[config.mk]
export PLATFORM = sky130hd
export DESIGN_NAME = ps2_frame_rx_flat
export DESIGN_NICKNAME = d
export VERILOG_FILES = /design/src/rtl/ps2_frame_rx_if.sv /design/src/rtl/ps2_frame_rx.sv /design/src/flat_wrapper.sv
export SDC_FILE = /design/constraint.sdc
export NUM_CORES = 1
export LEC_CHECK = 0
export ABC_AREA = 1
export CAP_MARGIN = 10
export CORE_MARGIN = 2
export CORE_UTILIZATION = 40
export CTS_BUF_LIST = sky130_fd_sc_hd__clkbuf_8
export DETAILED_ROUTE_END_ITERATION = 6
export SLEW_MARGIN = 20
export SYNTH_ARGS = -nofsm -noshare
export SYNTH_HDL_FRONTEND = slang
export SYNTH_SLANG_ARGS = --single-unit
[constraint.sdc]
create_clock -name CLK -period 1.65 [get_ports CLK]
set_input_delay 0.33 -clock CLK [delete_from_list [all_inputs] [get_ports CLK]]
set_output_delay 0.33 -clock CLK [all_outputs]
set_load 0.03 [all_outputs]
[src/rtl/ps2_frame_rx_if.sv]
// PS/2 receiver bus bundle.
// The synchronized PS/2 line inputs (SCLK, SDATA) and the received-byte,
// break-code and error outputs travel together through this interface.
//   slave  : the receiver (samples SCLK/SDATA, drives the result signals)
//   master : the side that drives the PS/2 lines and consumes the results
interface ps2_frame_rx_if;
   logic       SCLK;
   logic       SDATA;
   logic [7:0] DOUT;
   logic       DVALID;
   logic       BRK;
   logic [7:0] BRKCODE;
   logic       KEYUP;
   logic       PERR;
   logic       FERR;

   modport slave (
      input  SCLK, SDATA,
      output DOUT, DVALID, BRK, BRKCODE, KEYUP, PERR, FERR
   );

   modport master (
      output SCLK, SDATA,
      input  DOUT, DVALID, BRK, BRKCODE, KEYUP, PERR, FERR
   );
endinterface

[src/rtl/ps2_frame_rx.sv]
// PS/2 keyboard frame receiver with break-code (F0 prefix) extraction.
// Assembles 11-bit frames (start, 8 data LSB first, odd parity, stop),
// reports each good byte, flags parity / framing / timeout errors, and holds
// the last key-up code for the seven-segment display.
// Ports:
//   CLK     fast clock (1 MHz), rising edge
//   ARST_L  asynchronous active-low reset
//   bus     ps2_frame_rx_if.slave
//           in : SCLK, SDATA (already synchronized to CLK)
//           out: DOUT, DVALID, BRK, BRKCODE, KEYUP, PERR, FERR
// TO_W must be wide enough that 2**TO_W > TIMEOUT_CYC.
//
// state     | meaning
// ----------+------------------------------------------------------------
// ST_IDLE   | waiting for a falling SCLK with SDATA=0 (start bit)
// ST_DATA   | shifting in 8 data bits, LSB first
// ST_PARITY | waiting for the parity bit
// ST_STOP   | waiting for the stop bit; check framing/parity, emit result
module ps2_frame_rx #(
   parameter int TIMEOUT_CYC = 200,
   parameter int TO_W        = 8
) (
   input  logic          CLK,
   input  logic          ARST_L,
   ps2_frame_rx_if.slave bus
);

   typedef enum logic [1:0] {
      ST_IDLE   = 2'd0,
      ST_DATA   = 2'd1,
      ST_PARITY = 2'd2,
      ST_STOP   = 2'd3
   } state_t;

   localparam logic [TO_W-1:0] TO_LAST = TO_W'(TIMEOUT_CYC - 1);

   state_t            state, state_nxt;
   logic              sclk_d;
   logic [2:0]        bitcnt, bitcnt_nxt;
   logic [7:0]        shreg, shreg_nxt;
   logic              par, par_nxt;
   logic [TO_W-1:0]   tocnt, tocnt_nxt;
   logic              brk_pend, brk_pend_nxt;
   logic [7:0]        dout_q, dout_nxt;
   logic [7:0]        brkcode_q, brkcode_nxt;
   logic              dvalid_q, dvalid_nxt;
   logic              brk_q, brk_nxt;
   logic              keyup_q, keyup_nxt;
   logic              perr_q, perr_nxt;
   logic              ferr_q, ferr_nxt;
   logic              fall, to_hit, abort;

   assign fall   = sclk_d & ~bus.SCLK;
   assign to_hit = (tocnt == TO_LAST);

   always_ff @(posedge CLK or negedge ARST_L) begin
      if (!ARST_L) begin
         state     <= ST_IDLE;
         sclk_d    <= 1'b1;
         bitcnt    <= '0;
         shreg     <= '0;
         par       <= 1'b0;
         tocnt     <= '0;
         brk_pend  <= 1'b0;
         dout_q    <= '0;
         brkcode_q <= '0;
         dvalid_q  <= 1'b0;
         brk_q     <= 1'b0;
         keyup_q   <= 1'b0;
         perr_q    <= 1'b0;
         ferr_q    <= 1'b0;
      end else begin
         state     <= state_nxt;
         sclk_d    <= bus.SCLK;
         bitcnt    <= bitcnt_nxt;
         shreg     <= shreg_nxt;
         par       <= par_nxt;
         tocnt     <= tocnt_nxt;
         brk_pend  <= brk_pend_nxt;
         dout_q    <= dout_nxt;
         brkcode_q <= brkcode_nxt;
         dvalid_q  <= dvalid_nxt;
         brk_q     <= brk_nxt;
         keyup_q   <= keyup_nxt;
         perr_q    <= perr_nxt;
         ferr_q    <= ferr_nxt;
      end
   end

   always_comb begin
      state_nxt    = state;
      bitcnt_nxt   = bitcnt;
      shreg_nxt    = shreg;
      par_nxt      = par;
      brk_pend_nxt = brk_pend;
      dout_nxt     = dout_q;
      brkcode_nxt  = brkcode_q;
      dvalid_nxt   = 1'b0;
      brk_nxt      = 1'b0;
      keyup_nxt    = 1'b0;
      perr_nxt     = 1'b0;
      ferr_nxt     = 1'b0;
      abort        = 1'b0;

      // Saturating watchdog: only runs mid-frame between SCLK falls.
      if (fall || state == ST_IDLE)
         tocnt_nxt = '0;
      else if (!to_hit)
         tocnt_nxt = tocnt + TO_W'(1);
      else
         tocnt_nxt = tocnt;

      // A fall always takes priority over a coincident timeout.
      case (state)
         ST_IDLE: begin
            if (fall && !bus.SDATA) begin
               state_nxt  = ST_DATA;
               bitcnt_nxt = '0;
            end
         end
         ST_DATA: begin
            if (fall) begin
               shreg_nxt  = {bus.SDATA, shreg[7:1]};
               bitcnt_nxt = bitcnt + 3'd1;
               if (bitcnt == 3'd7)
                  state_nxt = ST_PARITY;
            end else if (to_hit) begin
               abort = 1'b1;
            end
         end
         ST_PARITY: begin
            if (fall) begin
               par_nxt   = bus.SDATA;
               state_nxt = ST_STOP;
            end else if (to_hit) begin
               abort = 1'b1;
            end
         end
         ST_STOP: begin
            if (fall) begin
               state_nxt = ST_IDLE;
               if (!bus.SDATA) begin
                  ferr_nxt     = 1'b1;
                  brk_pend_nxt = 1'b0;
               end else if (^{shreg, par} == 1'b0) begin
                  perr_nxt     = 1'b1;
                  brk_pend_nxt = 1'b0;
               end else begin
                  dout_nxt   = shreg;
                  dvalid_nxt = 1'b1;
                  // E0 is transparent to a pending F0 so that both
                  // E0 F0 xx and F0 E0 xx report xx as the break code.
                  if (shreg == 8'hF0) begin
                     brk_pend_nxt = 1'b1;
                  end else if (brk_pend && shreg != 8'hE0) begin
                     brk_nxt      = 1'b1;
                     keyup_nxt    = 1'b1;
                     brkcode_nxt  = shreg;
                     brk_pend_nxt = 1'b0;
                  end
               end
            end else if (to_hit) begin
               abort = 1'b1;
            end
         end
         default: state_nxt = ST_IDLE;
      endcase

      if (abort) begin
         state_nxt    = ST_IDLE;
         ferr_nxt     = 1'b1;
         brk_pend_nxt = 1'b0;
      end
   end

   assign bus.DOUT    = dout_q;
   assign bus.DVALID  = dvalid_q;
   assign bus.BRK     = brk_q;
   assign bus.BRKCODE = brkcode_q;
   assign bus.KEYUP   = keyup_q;
   assign bus.PERR    = perr_q;
   assign bus.FERR    = ferr_q;

endmodule

[src/flat_wrapper.sv]
// flat-port wrapper written by rule: the top's interface ports become plain ports
module ps2_frame_rx_flat 
#(
   parameter int TIMEOUT_CYC = 200,
   parameter int TO_W        = 8
)
  (CLK, ARST_L, bus_SCLK, bus_SDATA, bus_DOUT, bus_DVALID, bus_BRK, bus_BRKCODE, bus_KEYUP, bus_PERR, bus_FERR);
  ps2_frame_rx_if bus_i ();
  input  logic CLK;
  input  logic ARST_L;
  input wire logic [$bits(bus_i.SCLK)-1:0] bus_SCLK;
  input wire logic [$bits(bus_i.SDATA)-1:0] bus_SDATA;
  output wire logic [$bits(bus_i.DOUT)-1:0] bus_DOUT;
  output wire logic [$bits(bus_i.DVALID)-1:0] bus_DVALID;
  output wire logic [$bits(bus_i.BRK)-1:0] bus_BRK;
  output wire logic [$bits(bus_i.BRKCODE)-1:0] bus_BRKCODE;
  output wire logic [$bits(bus_i.KEYUP)-1:0] bus_KEYUP;
  output wire logic [$bits(bus_i.PERR)-1:0] bus_PERR;
  output wire logic [$bits(bus_i.FERR)-1:0] bus_FERR;
  assign bus_i.SCLK = bus_SCLK;
  assign bus_i.SDATA = bus_SDATA;
  assign bus_DOUT = bus_i.DOUT;
  assign bus_DVALID = bus_i.DVALID;
  assign bus_BRK = bus_i.BRK;
  assign bus_BRKCODE = bus_i.BRKCODE;
  assign bus_KEYUP = bus_i.KEYUP;
  assign bus_PERR = bus_i.PERR;
  assign bus_FERR = bus_i.FERR;
  ps2_frame_rx #(.TIMEOUT_CYC(TIMEOUT_CYC), .TO_W(TO_W)) u_core (.CLK(CLK), .ARST_L(ARST_L), .bus(bus_i));
endmodule
### After elaboration in Yosys (flattened, before gate mapping)

Index checks and enable logic that the tools add are counted.

| word-level totals | value |
|---|---|
| word-level logic and storage cells | 91 |
| register bits after elaboration | 44 |
| bits of input ports | 4 |

| operators by class | value |
|---|---|
| eq/ne operators | 16 |
| reductions and logical operators | 17 |
| bitwise logic cells | 3 |
| $add $sub $neg | 2 |
| multiplexer cells | 40 |

Operators with widths:

| cell | count |
|---|---|
| $mux 1 | 28 |
| $eq 8x8->1 const B | 2 |
| $mux 8 | 2 |
| $mux 2 | 6 |
| $ne 3x1->1 const B | 4 |
| $reduce_xor 9->1 | 1 |
| $add 8x1->8 const B | 1 |
| $ne 8x8->1 const B | 1 |
| $pmux 2 s4 | 1 |
| $mux 3 | 2 |
| $pmux 3 s2 | 1 |
| $reduce_and 3->1 | 2 |
| $reduce_and 6->1 | 1 |
| $reduce_bool 2->1 | 3 |
| $ne 5x4->1 const B | 1 |
| $reduce_and 5->1 | 1 |
| $eq 2x2->1 const B | 2 |
| $ne 2x2->1 const B | 2 |
| $reduce_and 2->1 | 2 |
| $reduce_and 4->1 | 1 |
| $add 3x1->3 const B | 1 |
| $eq 3x3->1 const B | 1 |
| $ne 3x2->1 const B | 1 |
| $reduce_or 3->1 | 1 |
| 8 further kinds | 10 |

### Longest topological paths before layout

| depth | value |
|---|---|
| depth after elaboration | 9 |
| gate-level depth with buffers | 13 |

### Worst setup path after synthesis

OpenSTA, ideal clock, no wires.

| timing path | value |
|---|---|
| path kind | register -> register |
| start point | register u_core.sclk_d |
| end point | register u_core.brkcode_q[0], in the netlist u_core.bus.BRKCODE[0] |
| setup slack | 0.108 ns |
| buffers on the path | 0 |
| cell stages (with the launch flop) | 10 |
| arrival | 1.424 ns |
| cell sequence | dfstp_2 inv_1 nor2_4 inv_1 nor2_1 inv_2 nor2_8 nand4_2 nand2_1 nand2_1 |

| on the way | value |
|---|---|
| cells in the longest elaborated chain, start to end | 2 |

Ends and longest elaborated chain:

| element | line | RTL |
|---|---|---|
| start: declaration | ps2_frame_rx.sv:38 | `logic sclk_d;` |
| start signal: assignment | ps2_frame_rx.sv:74 | `sclk_d <= bus.SCLK;` |
| $and 1x1->1 | ps2_frame_rx.sv:53 | `assign fall = sclk_d & ~bus.SCLK;` |
| $reduce_and 6->1 (no source line) | n/a |  |
| end signal: assignment | ps2_frame_rx.sv:81 | `brkcode_q <= brkcode_nxt;` |
| end: declaration | ps2_frame_rx.sv:45 | `logic [7:0] brkcode_q, brkcode_nxt;` |

Every way passes these cells.
A chain may end at the register's enable or synchronous reset.

### Final worst setup path

| timing path | value |
|---|---|
| start point | register u_core.shreg[5] |
| end point | register u_core.dout_q[3], in the netlist u_core.bus.DOUT[3] |

| on the way | value |
|---|---|
| cells in the longest elaborated chain, start to end | 2 |

Ends and longest elaborated chain:

| element | line | RTL |
|---|---|---|
| start: declaration | ps2_frame_rx.sv:40 | `logic [7:0] shreg, shreg_nxt;` |
| start signal: assignment | ps2_frame_rx.sv:76 | `shreg <= shreg_nxt;` |
| $reduce_xor 9->1 | ps2_frame_rx.sv:145 | `end else if (^{shreg, par} == 1'b0) begin` |
| $reduce_and 4->1 (no source line) | n/a |  |
| end signal: assignment | ps2_frame_rx.sv:80 | `dout_q <= dout_nxt;` |
| end: declaration | ps2_frame_rx.sv:44 | `logic [7:0] dout_q, dout_nxt;` |

Every way passes these cells.

==> summary.md <==
| Metric | Value |
|---|---|
| Grt ovf | 0 |
| Most frequent cells in the layout | nand2_1, dfrtp_1, buf_4 |
| Synth cell types | 35 |
| Drt total wl | 5.24 mm |
| Layout area overhead | 35.7% |
| Final instance area | 0.00319 mm2 |
| Tmin final | 1.62 ns |
| Crit-path cells | buf_6 > nor2_2 > nor2_1 > nand2_1 > nand2_2 > nand2_4 > nand2_4 > nand2_8 > nand2_8 > buf_4 > nand3_1 > nand2_1 |
| Number of synthesized register bits | 44 |
| Remaining antenna violation count | 0 |
| Clk Latency, worst-skew pair | 0.30 ns |
| Delay-heaviest family, CP | simple AND/OR/NAND/NOR gates |
| Syn_area_per_cell | 8.02 um2 |
| Die Wd | 80.6 um |
| CP max stage cell | dfrtp_2 |
| CP Buf/Inv Count | 2 |
| Final hold vios | 0 |
| Reg-to-reg critical path endpoint | u_core.bus.DOUT[3]$_DFFE_PN0P_ |
| Worst-case vdd ir drop | 1.48 mV |
| TritonCTS clock tree | built |
| Setup crit start kind | flop |
| Crit Path Class | reg -> reg |
| Vias in the first global route | 1805 |
| P_leak | 1.80 nW |
| Num CTS Buffers | 5 |
| Critical Path RT | 1.85 ns |
| Core area | 0.00557 mm2 |
| CP Capture Type | flop |
| Ant. Diodes | 0 |
| Via density per instance | 4.75 |
| Clk sinks | 44 |
| RSZ-0062 raised after global routing | yes |
| Max_slew headroom | 0.732 |
| Initial Util | 0.422 |
| Clock slew seen by the registers of the worst setup and hold paths | 0.09 ns |
| Fillcell total | 526 |
| Outcome | finished clean |
| First-pass GRT wire length | 8.27 mm |
| Clk buf depth | 2 |
| Post-Syn Instances | 293 |
| Worst EP arrival | 1.81 ns |
| FP Rows | 27 |
| Max incr delay on CP | 0.49 ns |
| Setup-failing EPs final | 0 |
| GRT Resource Usage Total | 0.162 |
| DIE HEIGHT | 80.6 um |
| Syn_nets | 305 |
| Period utilization | 0.979 |
| Worst Hold Path Cells | 2 |
| YS warnings | 0 |
| Via count | 2037 |
| Max Cap Violations | 0 |
| Pwr Density | 1930 mW/mm2 |
| Skew final | 0.00514 ns |
| GPL Wtd Cong | 0.760 |
| Post-DP HPWL | 3.51 mm |
| Root Driver | clkbuf_8 |
| Register area share after synthesis | 0.469 |
| Largest net degree at the start of global routing | 45 |
| Commonest non-fill, non-tap cell in the layout | nand2_1 |
| Slew Viols, Final | 0 |
| Worst R2R Path Depth | 12 |
| Hold worst-path end | u_core.bus.DOUT[2]$_DFFE_PN0P_ |
| Reg2reg setup slack | 0.03 ns |
| Avg WL per Cell | 12.2 um |
| Initial antenna violation count | 0 |
| Setup Total Neg Slack | 0 ns |
| Area of the mapped netlist | 0.00235 mm2 |
| Port bufs | 24 |
| I/O Pins | 25 |
| Worst Tran Pin Value | 0.403 ns |
| Post-placement cell area | 0.00285 mm2 |
| Hold Path Origin | u_core.bus.DOUT[2]$_DFFE_PN0P_ |
| CP max FO | 7 |
| Nets@finish | 368 |
| Die Area | 0.00650 mm2 |
| DRT Pass-1 Iters | 4 |
| # H-tree levels | 2 |
| HP Class | reg -> reg |
| Share of layout cells above drive strength 1 | 0.269 |
| Initial drt markers | 134 |
| Maximum clock rate | 619 MHz |
| Reg2reg start | u_core.shreg[5]$_DFFE_PN0P_ |
| Drc violations | 0 |
==> metrics by stage <==
stage	hold slack (ns)	cells	worst slack, ns	total power, mW	util
4_1_cts	0.480	420	0.00174	5.32	0.531
3_5_place_dp	0.328	411	-0.332	4.49	0.511
5_1_grt	0.489	429	-0.0872	6.61	0.572
3_3_place_gp	0.328	411	-0.265	4.44	0.511
6_report	0.471	429	0.0340	6.16	0.572
2_1_floorplan	0.0344	293	0.108	3.57	-
==> sequential cells by signal (all words and copies together), names as in the netlist <==
register and count:
u_core.bitcnt 3, u_core.brk_pend 1, u_core.bus.BRK 1, u_core.bus.BRKCODE 8, u_core.bus.DOUT 8, u_core.bus.DVALID 1
u_core.bus.FERR 1, u_core.bus.PERR 1, u_core.par 1, u_core.sclk_d 1, u_core.shreg 8, u_core.state 2
u_core.tocnt 8
==> synthesized netlist by cell type <==
cell | number | area [um2]
clkinv_1 | 1 | 3.75
nor3_2 | 1 | 10.0
a21oi_1 | 4 | 20.0
o21ai_0 | 17 | 85.1
nor2_1 | 25 | 93.8
o211ai_1 | 1 | 7.51
o21ai_1 | 1 | 5.00
nand2_1 | 103 | 387
nand3_1 | 14 | 70.1
xor2_1 | 1 | 8.76
xnor2_1 | 1 | 8.76
nand4_2 | 1 | 12.5
nor2_4 | 1 | 11.3
buf_6 | 4 | 45.0
nand3_2 | 1 | 10.0
nor3_1 | 1 | 5.00
o2111ai_1 | 1 | 8.76
inv_1 | 26 | 97.6
buf_4 | 2 | 15.0
a31oi_1 | 1 | 6.26
a22o_1 | 2 | 17.5
nand4_1 | 10 | 62.6
a22oi_1 | 1 | 7.51
and3_1 | 1 | 6.26
inv_2 | 7 | 26.3
dfstp_2 | 1 | 26.3
nand2_2 | 4 | 25.0
nor2_2 | 1 | 6.26
buf_2 | 2 | 10.0
nand2_4 | 3 | 33.8
or2_2 | 1 | 6.26
buf_8 | 1 | 15.0
dfrtp_1 | 43 | 1080
nor2_8 | 1 | 20.0
ha_1 | 8 | 100
==> cell families after synthesis <==
logic type / Yosys count / synth area share
AO/OA/AOI/OAI: 28 / 0.0671
buffers and inverters: 43 / 0.0905
XOR/XNOR: 2 / 0.00746
AND/OR/NAND/NOR: 168 / 0.323
adder cells (fa/ha/maj): 8 / 0.0426
flip-flops: 44 / 0.469
==> worst max path at each step <==
stage | end | slack [ns] | from | cells past startpoint
after CTS | bus_FERR | 0.002 | u_core.bus.FERR$_DFF_PN0_ | 1
after detailed placement | u_core.bus.BRKCODE[7]$_DFFE_PN0P_ | -0.33 | bus_SCLK | 9
after floorplan | u_core.bus.BRKCODE[0]$_DFFE_PN0P_ | 0.11 | u_core.sclk_d$_DFF_PN1_ | 9
final | u_core.bus.DOUT[3]$_DFFE_PN0P_ | 0.03 | u_core.shreg[5]$_DFFE_PN0P_ | 12
after global routing | u_core.bus.BRKCODE[1]$_DFFE_PN0P_ | -0.09 | u_core.shreg[0]$_DFFE_PN0P_ | 12
after global placement | u_core.bus.BRKCODE[1]$_DFFE_PN0P_ | -0.27 | bus_SCLK | 9
==> repair_timing <==
item | CTS | global route
gates resized for setup | 21 | 40
hold buffers | 1 | 0
cloned | 0 | 2
setup buffers | 0 | 7
endpoints found under the hold margin | 34 | 0
pin swaps | 0 | 13
setup endpoints to repair | 27 | 26
==> routing by layer <==
layer | track usage | up-vias | share of wire
met5 | 0 | - | 0
met4 | 0.0508 | 0 | 0.0055
met3 | 0.0315 | 6 | 0.045
met2 | 0.255 | 32 | 0.45
met1 | 0.225 | 941 | 0.49
li1 | - | 1058 | -
==> power breakdown <==
part / leakage (nW) / internal [mW] / switching (mW)
Combinational: 1.17 / 1.50 / 2.06
Sequential: 0.580 / 1.38 / 0.361
Clock: 0.0548 / 0.456 / 0.403
==> cell type report <==
type                    instances  area [um2]  share of cell area
multi-input cells             208        1180               0.371
flip-flops and latches         44        1110               0.348
repair buffers                 63         561               0.176
inverters                      34         130              0.0408
well taps                      72        90.1              0.0282
clock buffers                   5        68.8              0.0216
clock inverters                 3        46.3              0.0145
==> worst reg2reg max path, cell delays in order (launching register included) <==
cell	delay, ns
dfrtp_2	0.49
buf_6	0.15
nor2_2	0.07
nor2_1	0.04
nand2_1	0.07
nand2_2	0.07
nand2_4	0.10
nand2_4	0.09
nand2_8	0.09
nand2_8	0.08
buf_4	0.16
nand3_1	0.06
nand2_1	0.05
Power figures use the tool's default switching activity.
